[src/rtl/ctrl_pkg.sv]
// Shared encodings for the ARM-subset control unit.
// Contents: instruction field encodings (op, cmd, cond), datapath select
// codes (ImmSrc, ALUControl), the architectural flag layout and the FSM
// state type.
package ctrl_pkg;

  // op field, Instr[27:26]
  localparam logic [1:0] OP_DP  = 2'b00;
  localparam logic [1:0] OP_MEM = 2'b01;
  localparam logic [1:0] OP_BR  = 2'b10;

  // cmd field, Instr[24:21]; only these five are implemented
  localparam logic [3:0] CMD_AND = 4'b0000;
  localparam logic [3:0] CMD_SUB = 4'b0010;
  localparam logic [3:0] CMD_ADD = 4'b0100;
  localparam logic [3:0] CMD_CMP = 4'b1010;
  localparam logic [3:0] CMD_ORR = 4'b1100;

  // cond field, Instr[31:28]; 4'b1111 is undefined
  localparam logic [3:0] COND_EQ = 4'h0;
  localparam logic [3:0] COND_NE = 4'h1;
  localparam logic [3:0] COND_CS = 4'h2;
  localparam logic [3:0] COND_CC = 4'h3;
  localparam logic [3:0] COND_MI = 4'h4;
  localparam logic [3:0] COND_PL = 4'h5;
  localparam logic [3:0] COND_VS = 4'h6;
  localparam logic [3:0] COND_VC = 4'h7;
  localparam logic [3:0] COND_HI = 4'h8;
  localparam logic [3:0] COND_LS = 4'h9;
  localparam logic [3:0] COND_GE = 4'hA;
  localparam logic [3:0] COND_LT = 4'hB;
  localparam logic [3:0] COND_GT = 4'hC;
  localparam logic [3:0] COND_LE = 4'hD;
  localparam logic [3:0] COND_AL = 4'hE;

  typedef enum logic [1:0] {
    IMM_8  = 2'b00,   // imm8 zero-extended
    IMM_12 = 2'b01,   // imm12 zero-extended
    IMM_24 = 2'b10    // imm24 sign-extended, times 4
  } imm_src_e;

  typedef enum logic [1:0] {
    ALU_ADD = 2'b00,
    ALU_SUB = 2'b01,
    ALU_AND = 2'b10,
    ALU_ORR = 2'b11
  } alu_ctrl_e;

  typedef struct packed {
    logic n;
    logic z;
    logic c;
    logic v;
  } flags_t;

  typedef enum logic {
    ST_RUN  = 1'b0,
    ST_HALT = 1'b1
  } state_e;

endpackage

[src/rtl/control_unit_if.sv]
// Control-unit <-> datapath connection.
// Datapath side (master) supplies the fetched instruction and the
// combinational ALU flags; the control unit (slave) returns every datapath
// control input.
interface control_unit_if;
  logic [31:0] Instr;
  logic        Z;
  logic        N;
  logic        C;
  logic        V;
  logic        PCSrc;
  logic        PCWrite;
  logic [1:0]  RegSrc;
  logic        RegWrite;
  logic [1:0]  ImmSrc;
  logic        ALUSrc;
  logic [1:0]  ALUControl;
  logic        MemWrite;
  logic        MemtoReg;

  modport master (
    output Instr, Z, N, C, V,
    input  PCSrc, PCWrite, RegSrc, RegWrite, ImmSrc, ALUSrc, ALUControl,
           MemWrite, MemtoReg
  );

  modport slave (
    input  Instr, Z, N, C, V,
    output PCSrc, PCWrite, RegSrc, RegWrite, ImmSrc, ALUSrc, ALUControl,
           MemWrite, MemtoReg
  );
endinterface

[src/rtl/cond_check.sv]
// Condition-field evaluation against the registered NZCV flags.
// Ports:
//   cond    in  4  Instr[31:28]
//   flags   in     registered N,Z,C,V
//   cond_ex out 1  instruction may commit its side effects
//   undef   out 1  cond is the reserved 4'b1111 encoding
module cond_check
  import ctrl_pkg::*;
(
  input  logic [3:0] cond,
  input  flags_t     flags,
  output logic       cond_ex,
  output logic       undef
);

  always_comb begin
    // NOTE: every output gets a default before the case so no path leaves
    // it unassigned; otherwise synthesis would infer a latch.
    cond_ex = 1'b0;
    undef   = 1'b0;
    case (cond)
      COND_EQ: cond_ex = flags.z;
      COND_NE: cond_ex = !flags.z;
      COND_CS: cond_ex = flags.c;
      COND_CC: cond_ex = !flags.c;
      COND_MI: cond_ex = flags.n;
      COND_PL: cond_ex = !flags.n;
      COND_VS: cond_ex = flags.v;
      COND_VC: cond_ex = !flags.v;
      COND_HI: cond_ex = flags.c && !flags.z;
      COND_LS: cond_ex = !flags.c || flags.z;
      COND_GE: cond_ex = (flags.n == flags.v);
      COND_LT: cond_ex = (flags.n != flags.v);
      COND_GT: cond_ex = !flags.z && (flags.n == flags.v);
      COND_LE: cond_ex = flags.z || (flags.n != flags.v);
      COND_AL: cond_ex = 1'b1;
      default: undef   = 1'b1;  // 4'b1111
    endcase
  end

endmodule

[src/rtl/control_unit.sv]
// Single-cycle control unit for the ARM-subset processor.
// Decodes the fetched instruction into datapath controls, holds the NZCV
// flag register, evaluates the condition field, halts on undefined
// encodings and counts retired instructions.
// Ports:
//   clock    in        rising-edge clock
//   reset_n  in        asynchronous active-low reset
//   bus      slave     Instr, ALU flags in; datapath controls out
//   halted   out 1     FSM is in HALT
//   retired  out CNT_W instructions executed with the condition passed
module control_unit
  import ctrl_pkg::*;
#(
  parameter int CNT_W = 32
) (
  input  logic             clock,
  input  logic             reset_n,
  control_unit_if.slave    bus,
  output logic             halted,
  output logic [CNT_W-1:0] retired
);

  // Instruction fields
  logic [3:0] cond;
  logic [1:0] op;
  logic       i_bit;
  logic [3:0] cmd;
  logic       s_bit;   // S for data processing, L for memory
  logic [3:0] rd;

  assign cond  = bus.Instr[31:28];
  assign op    = bus.Instr[27:26];
  assign i_bit = bus.Instr[25];
  assign cmd   = bus.Instr[24:21];
  assign s_bit = bus.Instr[20];
  assign rd    = bus.Instr[15:12];

  // Rn and the immediate/Rm bits are consumed by the datapath only.
  logic unused_instr;
  assign unused_instr = ^{bus.Instr[19:16], bus.Instr[11:0]};

  flags_t flags_q;
  state_e state_q, state_d;

  logic cond_ex, cond_undef;

  cond_check u_cond_check (
    .cond    (cond),
    .flags   (flags_q),
    .cond_ex (cond_ex),
    .undef   (cond_undef)
  );

  // Main decoder: datapath selects plus the unqualified write intents.
  logic [1:0] reg_src;
  imm_src_e   imm_src;
  logic       alu_src;
  logic       mem_to_reg;
  logic       reg_write_d;
  logic       mem_write_d;
  logic       branch;
  logic       dp_op;
  logic       op_undef;

  always_comb begin
    reg_src     = 2'b00;
    imm_src     = IMM_8;
    alu_src     = 1'b0;
    mem_to_reg  = 1'b0;
    reg_write_d = 1'b0;
    mem_write_d = 1'b0;
    branch      = 1'b0;
    dp_op       = 1'b0;
    op_undef    = 1'b0;
    case (op)
      OP_DP: begin
        dp_op       = 1'b1;
        alu_src     = i_bit;
        reg_write_d = 1'b1;
      end
      OP_MEM: begin
        imm_src = IMM_12;
        alu_src = 1'b1;
        if (s_bit) begin          // LDR
          mem_to_reg  = 1'b1;
          reg_write_d = 1'b1;
        end else begin            // STR: RA2 reads the store data from Rd
          reg_src     = 2'b10;
          mem_write_d = 1'b1;
        end
      end
      OP_BR: begin
        reg_src = 2'b01;          // RA1 = R15 so the target is PC-relative
        imm_src = IMM_24;
        alu_src = 1'b1;
        branch  = 1'b1;
      end
      default: op_undef = 1'b1;
    endcase
  end

  // ALU decoder: operation, flag-update class, and CMP's suppressed write.
  alu_ctrl_e alu_ctrl;
  logic      arith;      // add/sub/cmp update all four flags
  logic      no_wb;      // CMP computes but never writes Rd
  logic      cmd_undef;

  always_comb begin
    alu_ctrl  = ALU_ADD;
    arith     = 1'b0;
    no_wb     = 1'b0;
    cmd_undef = 1'b0;
    if (dp_op) begin
      case (cmd)
        CMD_ADD: begin alu_ctrl = ALU_ADD; arith = 1'b1; end
        CMD_SUB: begin alu_ctrl = ALU_SUB; arith = 1'b1; end
        CMD_AND: alu_ctrl = ALU_AND;
        CMD_ORR: alu_ctrl = ALU_ORR;
        CMD_CMP: begin
          alu_ctrl  = ALU_SUB;
          arith     = 1'b1;
          no_wb     = 1'b1;
          cmd_undef = !s_bit;     // CMP without S has no meaning here
        end
        default: cmd_undef = 1'b1;
      endcase
    end
  end

  // Commit qualification. reset_n is folded in so the write enables drop
  // the moment reset asserts, not at the next edge.
  logic undef_all;
  logic run;
  logic exec;
  logic reg_write;
  logic flag_we;

  assign undef_all = op_undef | cmd_undef | cond_undef;
  assign run       = (state_q == ST_RUN) && reset_n;
  assign exec      = run && !undef_all && cond_ex;
  assign reg_write = exec && reg_write_d && !no_wb;
  assign flag_we   = exec && dp_op && s_bit;

  assign bus.PCWrite    = run;
  assign bus.PCSrc      = exec && (branch || (reg_write_d && !no_wb && rd == 4'd15));
  assign bus.RegWrite   = reg_write;
  assign bus.MemWrite   = exec && mem_write_d;
  assign bus.MemtoReg   = mem_to_reg;
  assign bus.RegSrc     = reg_src;
  assign bus.ImmSrc     = imm_src;
  assign bus.ALUSrc     = alu_src;
  assign bus.ALUControl = alu_ctrl;
  assign halted         = (state_q == ST_HALT);

  // HALT is absorbing; only reset returns to RUN.
  always_comb begin
    state_d = state_q;
    if (state_q == ST_RUN && undef_all) state_d = ST_HALT;
  end

  always_ff @(posedge clock or negedge reset_n) begin
    if (!reset_n) begin
      state_q <= ST_RUN;
      flags_q <= '0;
      retired <= '0;
    end else begin
      // NOTE: non-blocking assignments so every register samples the
      // pre-edge values, independent of statement order.
      state_q <= state_d;
      if (flag_we) begin
        flags_q.n <= bus.N;
        flags_q.z <= bus.Z;
        if (arith) begin         // logical ops leave C and V untouched
          flags_q.c <= bus.C;
          flags_q.v <= bus.V;
        end
      end
      if (exec) retired <= retired + CNT_W'(1);
    end
  end

endmodule

[src/flat_wrapper.sv]
// flat-port wrapper written by rule: the top's interface ports become plain ports
module control_unit_flat import ctrl_pkg::*;
#(
  parameter int CNT_W = 32
)
  (clock, reset_n, halted, retired, bus_Instr, bus_Z, bus_N, bus_C, bus_V, bus_PCSrc, bus_PCWrite, bus_RegSrc, bus_RegWrite, bus_ImmSrc, bus_ALUSrc, bus_ALUControl, bus_MemWrite, bus_MemtoReg);
  control_unit_if bus_i ();
  input  logic clock;
  input  logic reset_n;
  output logic halted;
  output logic [CNT_W-1:0] retired;
  input wire logic [$bits(bus_i.Instr)-1:0] bus_Instr;
  input wire logic [$bits(bus_i.Z)-1:0] bus_Z;
  input wire logic [$bits(bus_i.N)-1:0] bus_N;
  input wire logic [$bits(bus_i.C)-1:0] bus_C;
  input wire logic [$bits(bus_i.V)-1:0] bus_V;
  output wire logic [$bits(bus_i.PCSrc)-1:0] bus_PCSrc;
  output wire logic [$bits(bus_i.PCWrite)-1:0] bus_PCWrite;
  output wire logic [$bits(bus_i.RegSrc)-1:0] bus_RegSrc;
  output wire logic [$bits(bus_i.RegWrite)-1:0] bus_RegWrite;
  output wire logic [$bits(bus_i.ImmSrc)-1:0] bus_ImmSrc;
  output wire logic [$bits(bus_i.ALUSrc)-1:0] bus_ALUSrc;
  output wire logic [$bits(bus_i.ALUControl)-1:0] bus_ALUControl;
  output wire logic [$bits(bus_i.MemWrite)-1:0] bus_MemWrite;
  output wire logic [$bits(bus_i.MemtoReg)-1:0] bus_MemtoReg;
  assign bus_i.Instr = bus_Instr;
  assign bus_i.Z = bus_Z;
  assign bus_i.N = bus_N;
  assign bus_i.C = bus_C;
  assign bus_i.V = bus_V;
  assign bus_PCSrc = bus_i.PCSrc;
  assign bus_PCWrite = bus_i.PCWrite;
  assign bus_RegSrc = bus_i.RegSrc;
  assign bus_RegWrite = bus_i.RegWrite;
  assign bus_ImmSrc = bus_i.ImmSrc;
  assign bus_ALUSrc = bus_i.ALUSrc;
  assign bus_ALUControl = bus_i.ALUControl;
  assign bus_MemWrite = bus_i.MemWrite;
  assign bus_MemtoReg = bus_i.MemtoReg;
  control_unit #(.CNT_W(CNT_W)) u_core (.clock(clock), .reset_n(reset_n), .bus(bus_i), .halted(halted), .retired(retired));
endmodule
[config.mk]
export PLATFORM = sky130hd
export DESIGN_NAME = control_unit_flat
export DESIGN_NICKNAME = d
export VERILOG_FILES = /design/src/rtl/ctrl_pkg.sv /design/src/rtl/control_unit_if.sv /design/src/rtl/cond_check.sv /design/src/rtl/control_unit.sv /design/src/flat_wrapper.sv
export SDC_FILE = /design/constraint.sdc
export NUM_CORES = 1
export LEC_CHECK = 0
export BUFFER_PORTS_ARGS = -buffer_cell sky130_fd_sc_hd__clkbuf_2
export CORE_MARGIN = 3
export CORE_UTILIZATION = 40
export DETAILED_ROUTE_END_ITERATION = 10
export MAX_ROUTING_LAYER = met4
export PLACE_DENSITY = 0.66
export SETUP_SLACK_MARGIN = 0.05
export SYNTH_ARGS = -nofsm -noshare
export SYNTH_HDL_FRONTEND = slang
export SYNTH_SLANG_ARGS = --single-unit
[constraint.sdc]
create_clock -name clock -period 2.55 [get_ports clock]
set_clock_uncertainty 0.1 [all_clocks]
set_input_delay 0.1275 -clock clock [delete_from_list [all_inputs] [get_ports clock]]
set_output_delay 0.1275 -clock clock [all_outputs]
set_load 0.02 [all_outputs]
# [After elaboration in Yosys (flattened, before gate mapping)]
# Cells that the tools add are included.
[word_totals] in_bits=38 romBits=0 ff_bits=37 latch_bits=0 ramBits=0 mem_count=0
[op_classes] n_reduce_logical=34 n_mul=0 shifts=0 addsub=1 muxes=22 bitwise=3 n_lt_le_gt_ge=0 n_eq_ne=23 div=0
[op_table] operator="$eq 4x4->1 const B" n=10
[op_table] operator="$add 32x1->32 const B" n=1
[op_table] operator="$eq 4x3->1 const B" n=5
[op_table] operator="$pmux 1 s15" n=1
[op_table] operator="$reduce_or 15->1" n=1
[op_table] operator="$logic_and 1x1->1" n=14
[op_table] operator="$mux 1" n=13
[op_table] operator="$eq 4x2->1 const B" n=3
[op_table] operator="$logic_not 4->1" n=2
[op_table] operator="$pmux 2 s2" n=2
[op_table] operator="$logic_not 1->1" n=7
[op_table] operator="$pmux 1 s2" n=3
[op_table] operator="$pmux 2 s3" n=1
[op_table] operator="$reduce_or 3->1" n=2
[op_table] operator="$eq 4x1->1 const B" n=1
[op_table] operator="$mux 2" n=2
[op_table] operator="$reduce_or 2->1" n=2
[op_table] operator="$reduce_or 4->1" n=1
[op_table] operator="$logic_or 1x1->1" n=3
[op_table] operator="$eq 2x1->1 const B" n=1
[op_table] operator="$eq 2x2->1 const B" n=1
[op_table] operator="$logic_not 2->1" n=1
[op_table] operator="$or 1x1->1" n=2
[op_table] operator="$reduce_and 2->1" n=1
[op_table] operator="other kinds (3)" n=3

# [Longest topological paths before layout]
[depth] ltp_word=12 ltp_mapped=8 depth_no_buf=8

# [Modules after synthesis]
# Synthesis repeated with hierarchy kept, for this count alone.
[unflattened] hier_cells=214 area_unflattened_um2=2129.5
[by_module_without_submodules] mod="control_unit" seq_area_each_um2=925.9 cells_per_inst=187 area_each_um2=1915.6 n_inst=1
[by_module_without_submodules] mod="cond_check" seq_area_each_um2=0.0 cells_per_inst=27 area_each_um2=214.0 n_inst=1

# [Worst setup path before layout]
# No wires, ideal clock.
[synth_timing] path_type="reg2reg" startpoint="register u_core.flags_q[0] (netlist name)" endpoint="register u_core.retired[13]" stages_incl_launch_ff=7 arrival_ns=2.140 path_buffers=0 setup_slack_ns=0.179 required_ns=2.319 setup_ns=0.131 cell_sequence="dfrtp_1 > nor2b_1 > or4_4 > a211o_1 > o221ai_4 > or4b_1 > xnor2_1"
[synth_via] elab_chain_cells=4
[synth_lines] item="start, declared" line="control_unit.sv:42" rtl="flags_t flags_q;"
[synth_lines] item="$ne 1x1->1 / $eq 1x1->1 (equally long branches)"
[synth_lines] item="$logic_or 1x1->1 / $logic_and 1x1->1 (equally long branches)" line="cond_check.sv:35, cond_check.sv:34"
[synth_lines] item="$pmux 1 s15 (*)" line="cond_check.sv:21" rtl="case (cond)"
[synth_lines] item="$logic_and 1x1->1 (*)" line="control_unit.sv:140" rtl="assign exec = run && !undef_all && cond_ex;"
[synth_lines] item="end signal, assigned" line="control_unit.sv:178" rtl="if (exec) retired <= retired + CNT_W'(1);"
[synth_lines] item="end, declared" line="control_unit.sv:20" rtl="output logic [CNT_W-1:0] retired"
# Every way passes the cells marked *; elsewhere a longest branch is shown, timed or not.
# A chain may end at the register's enable or synchronous reset.

# [Final worst setup path]
[layout_timing] startpoint="register u_core.flags_q[3] (netlist name)" endpoint="register u_core.retired[13]"
# Same word-level chain as after synthesis.

==> impl_metrics.json <==
{
  "setup_viol": 0,
  "drive_above_1_share_pct": 33.0,
  "cpPeakStageDelay_ns": 0.45,
  "n_fill_cell": 496,
  "via_per_inst": 5.30,
  "io_buffers": 66,
  "synth_warnings": 0,
  "multi_input_area_sq_um": 1310,
  "dp_cells": 366,
  "rsz0062_at_grt": "yes",
  "worst_slack_ns": 0.0328,
  "clock-root-buffer": "clkbuf_8",
  "combPwrFrac_pct": 14.3,
  "drv_cap": 0,
  "p_int_w": 0.000859,
  "row_count": 26,
  "critPathArrivalTime_ns": 2.59,
  "io_pins": 83,
  "mostFrequentLayoutCells": "64 x clkbuf_2, 36 x dfrtp_1, 30 x xnor2_1",
  "reg2reg_to": "u_core.retired[13]",
  "ir_drop_mv": 0.252,
  "synth_edf_count": 0,
  "grt_max_degree": 38,
  "grt_use_met2_pct": 27.3,
  "vias": 2039,
  "critPathKind": "reg -> reg",
  "fp.dieW_um": 81.6,
  "final_common_cell": "clkbuf_2",
  "synth-main-ff-cell": "dfrtp_1",
  "p_sw_share_pct": 26.1,
  "tritoncts": "yes",
  "required_ns": 2.62,
  "netlist_area_sq_um": 2290,
  "yosysTopAreaCell": "dfrtp_1",
  "met1_usage_pct": 25.0,
  "p_leak_nw": 1.39,
  "synth_cell_types": 42,
  "worstSetupStartpointType": "flop",
  "endpoint": "u_core.retired[13]",
  "outcome": "finished, final reports clean",
  "synth_seq_area_share_pct": 40.5,
  "gp_congestion": 0.869,
  "grt_first_pass_wirelength_um": 9050,
  "synthToLayoutAreaGrowth_pct": 28.5,
  "syn-num-nets": 277,
  "cts.htree.levels": 2,
  "period_share_pct": 98.7,
  "ff2ff_setup_slack_ns": 0.03,
  "seq_power_share_pct": 52.1,
  "fmax_mhz": 397,
  "overflow": 0,
  "grt_pass1_vias": 1892,
  "path_clk_slew_ns": 0.07,
  "dieArea_sq_um": 6660,
  "nets": 357,
  "core-area_sq_um": 5300,
  "postSynthAreaPerCell_sq_um": 9.77,
  "rr_worst_depth": 7,
  "yosys_register_bits": 37,
  "worst_slew_pin_slew_ns": 0.560,
  "fin_cells": 385,
  "fin_crit_ns": 2.52,
  "routed_wl_um": 5550,
  "async_flop_share_pct": 100,
  "die_y_um": 81.6,
  "antenna_found_initial": 0,
  "clock_latency_ns": 0.28,
  "grt.busiest_layer": "met2",
  "finalHoldViolations": 0,
  "grtUsageTotal_pct": 17.9,
  "use_met3_pct": 2.63,
  "r2r-start": "u_core.flags_q[3]",
  "cts_buffers": 5,
  "antenna_cells": 0,
  "synth_top_area_share_pct": 40.5,
  "clock_path_buffers": 2,
  "drcViolationCount": 0,
  "final_util_pct": 55.4,
  "hold_path_class": "in -> reg",
  "slew_headroom_pct": 62.3,
  "slowest_stage": "or4b_4",
  "synth_area_leaders": "dfrtp_1 40%, xnor2_1 11%, nand4_1 7.1%, and3_1 4.4%, nand3_1 3.9%",
  "clkSinkCount": 37,
  "hp-start": "bus_Instr[20]",
  "wire_per_inst_um": 14.4,
  "drt_iter0_markers": 106,
  "drtPass1Iterations": 4,
  "path_cells": "nor2b_1, or4_4, a211o_1, o221ai_4, buf_6, or4b_4, xnor2_1",
  "synth_cells": 234,
  "critPathCaptureType": "flop",
  "dp_slack_ns": 0.120,
  "p_sw_w": 0.000304,
  "antenna_left": 0,
  "start_util_pct": 43.1,
  "final_max_slew_viol_count": 0,
  "power.density_nw_per_um2": 396,
  "startpoint": "u_core.flags_q[3]",
  "pwr-share-clk_pct": 33.5,
  "dpl.hpwl_um": 4050,
  "cp_max_fo": 6,
  "seq_area_sq_um": 927
}
cells by family (layout without fill, tap and decap cells):
family | Yosys count | count (layout) | share of synthesized area [%]
fa+ha+maj | 5 | 5 | 2.74
compound gates | 17 | 17 | 6.35
simple gates | 116 | 116 | 30.9
buf+inv | 20 | 101 | 3.99
xor+xnor | 33 | 33 | 12.6
flops | 37 | 37 | 40.5
mux | 6 | 6 | 2.90
sequential cells by signal, indices dropped and copies added (netlist names):
signal          flops
u_core.retired     32
u_core.flags_q      4
u_core.halted       1
routing by layer:
layer  vias up  share of wire, %
met5         -                 0
met4         0               1.5
met3         7               3.7
met2        47                47
met1       959                48
li1       1026                 -
worst min-delay path by stage:
stage,depth (start not counted),to
global route,3,u_core.flags_q[1]
detailed placement,2,u_core.retired[21]
global placement,2,u_core.retired[19]
CTS,3,u_core.flags_q[1]
finish,3,u_core.flags_q[0]
floorplan,0,u_core.flags_q[0]
power by group through the flow:
| stage | logic, W | clock network, W | registers (W) |
|---|---|---|---|
| finish | 0.000167 | 0.000390 | 0.000606 |
| global route | 0.000182 | 0.000423 | 0.000607 |
| CTS | 0.000165 | 0.000399 | 0.000606 |
| detailed placement | 0.000148 | 0 | 0.000617 |
| global placement | 0.000146 | 0 | 0.000617 |
| floorplan | 0.0000792 | 0 | 0.000624 |
Yosys cell counts, types with 2 or more instances:
library cell  count
dfrtp_1          37
xnor2_1          30
nand4_1          26
nand3_1          18
and3_1           16
nor2_1           10
and4_1            8
a21oi_1           7
inv_1             7
nand2_1           6
clkbuf_1          5
ha_1              5
mux2_2            5
and2_1            4
buf_2             4
nor2b_1           4
nor4_1            4
buf_4             3
nand2b_1          3
nand3b_1          3
nor3_1            3
xor2_1            3
nor3b_1           2
or3_1             2
or4bb_1           2
area by class of cell:
| type | count | share of cell area [%] |
|---|---|---|
| tap | 70 | 2.98 |
| multi-input combinational | 177 | 44.4 |
| sequential | 37 | 31.5 |
| inverter | 7 | 0.894 |
| clock buffer | 8 | 2.72 |
| timing repair buffer | 86 | 17.5 |
worst max-delay path, delay by kind of cell, from the launching register on:
family,cells,cell delay (ns)
AOI/OAI and AO/OA,2,0.59
buffers and inverters,1,0.15
DFF,1,0.43
and+or+nand+nor,3,1.00
xor gates and xnor gates,1,0.13
per-stage QoR:
step	hold slack, ns	setup TNS, ns	instance area [sq um]	power (W)
2_1_floorplan	-0.268	0	2290	0.000703
3_3_place_gp	0.166	0	2710	0.000763
3_5_place_dp	0.161	0	2710	0.000766
4_1_cts	0.177	0	2880	0.00117
5_1_grt	0.195	-0.0442	2940	0.00121
6_report	0.181	0	2940	0.00116
timing repair:
action                                 4_1_cts  5_1_grt
endpoints found under the hold margin       41        0
pin swaps                                    1        5
buffers inserted                             4        3
resized for setup                            3       14
hold buffers                                 5        0
setup endpoints to repair                    1       37
(Power assumes the default switching activity.)
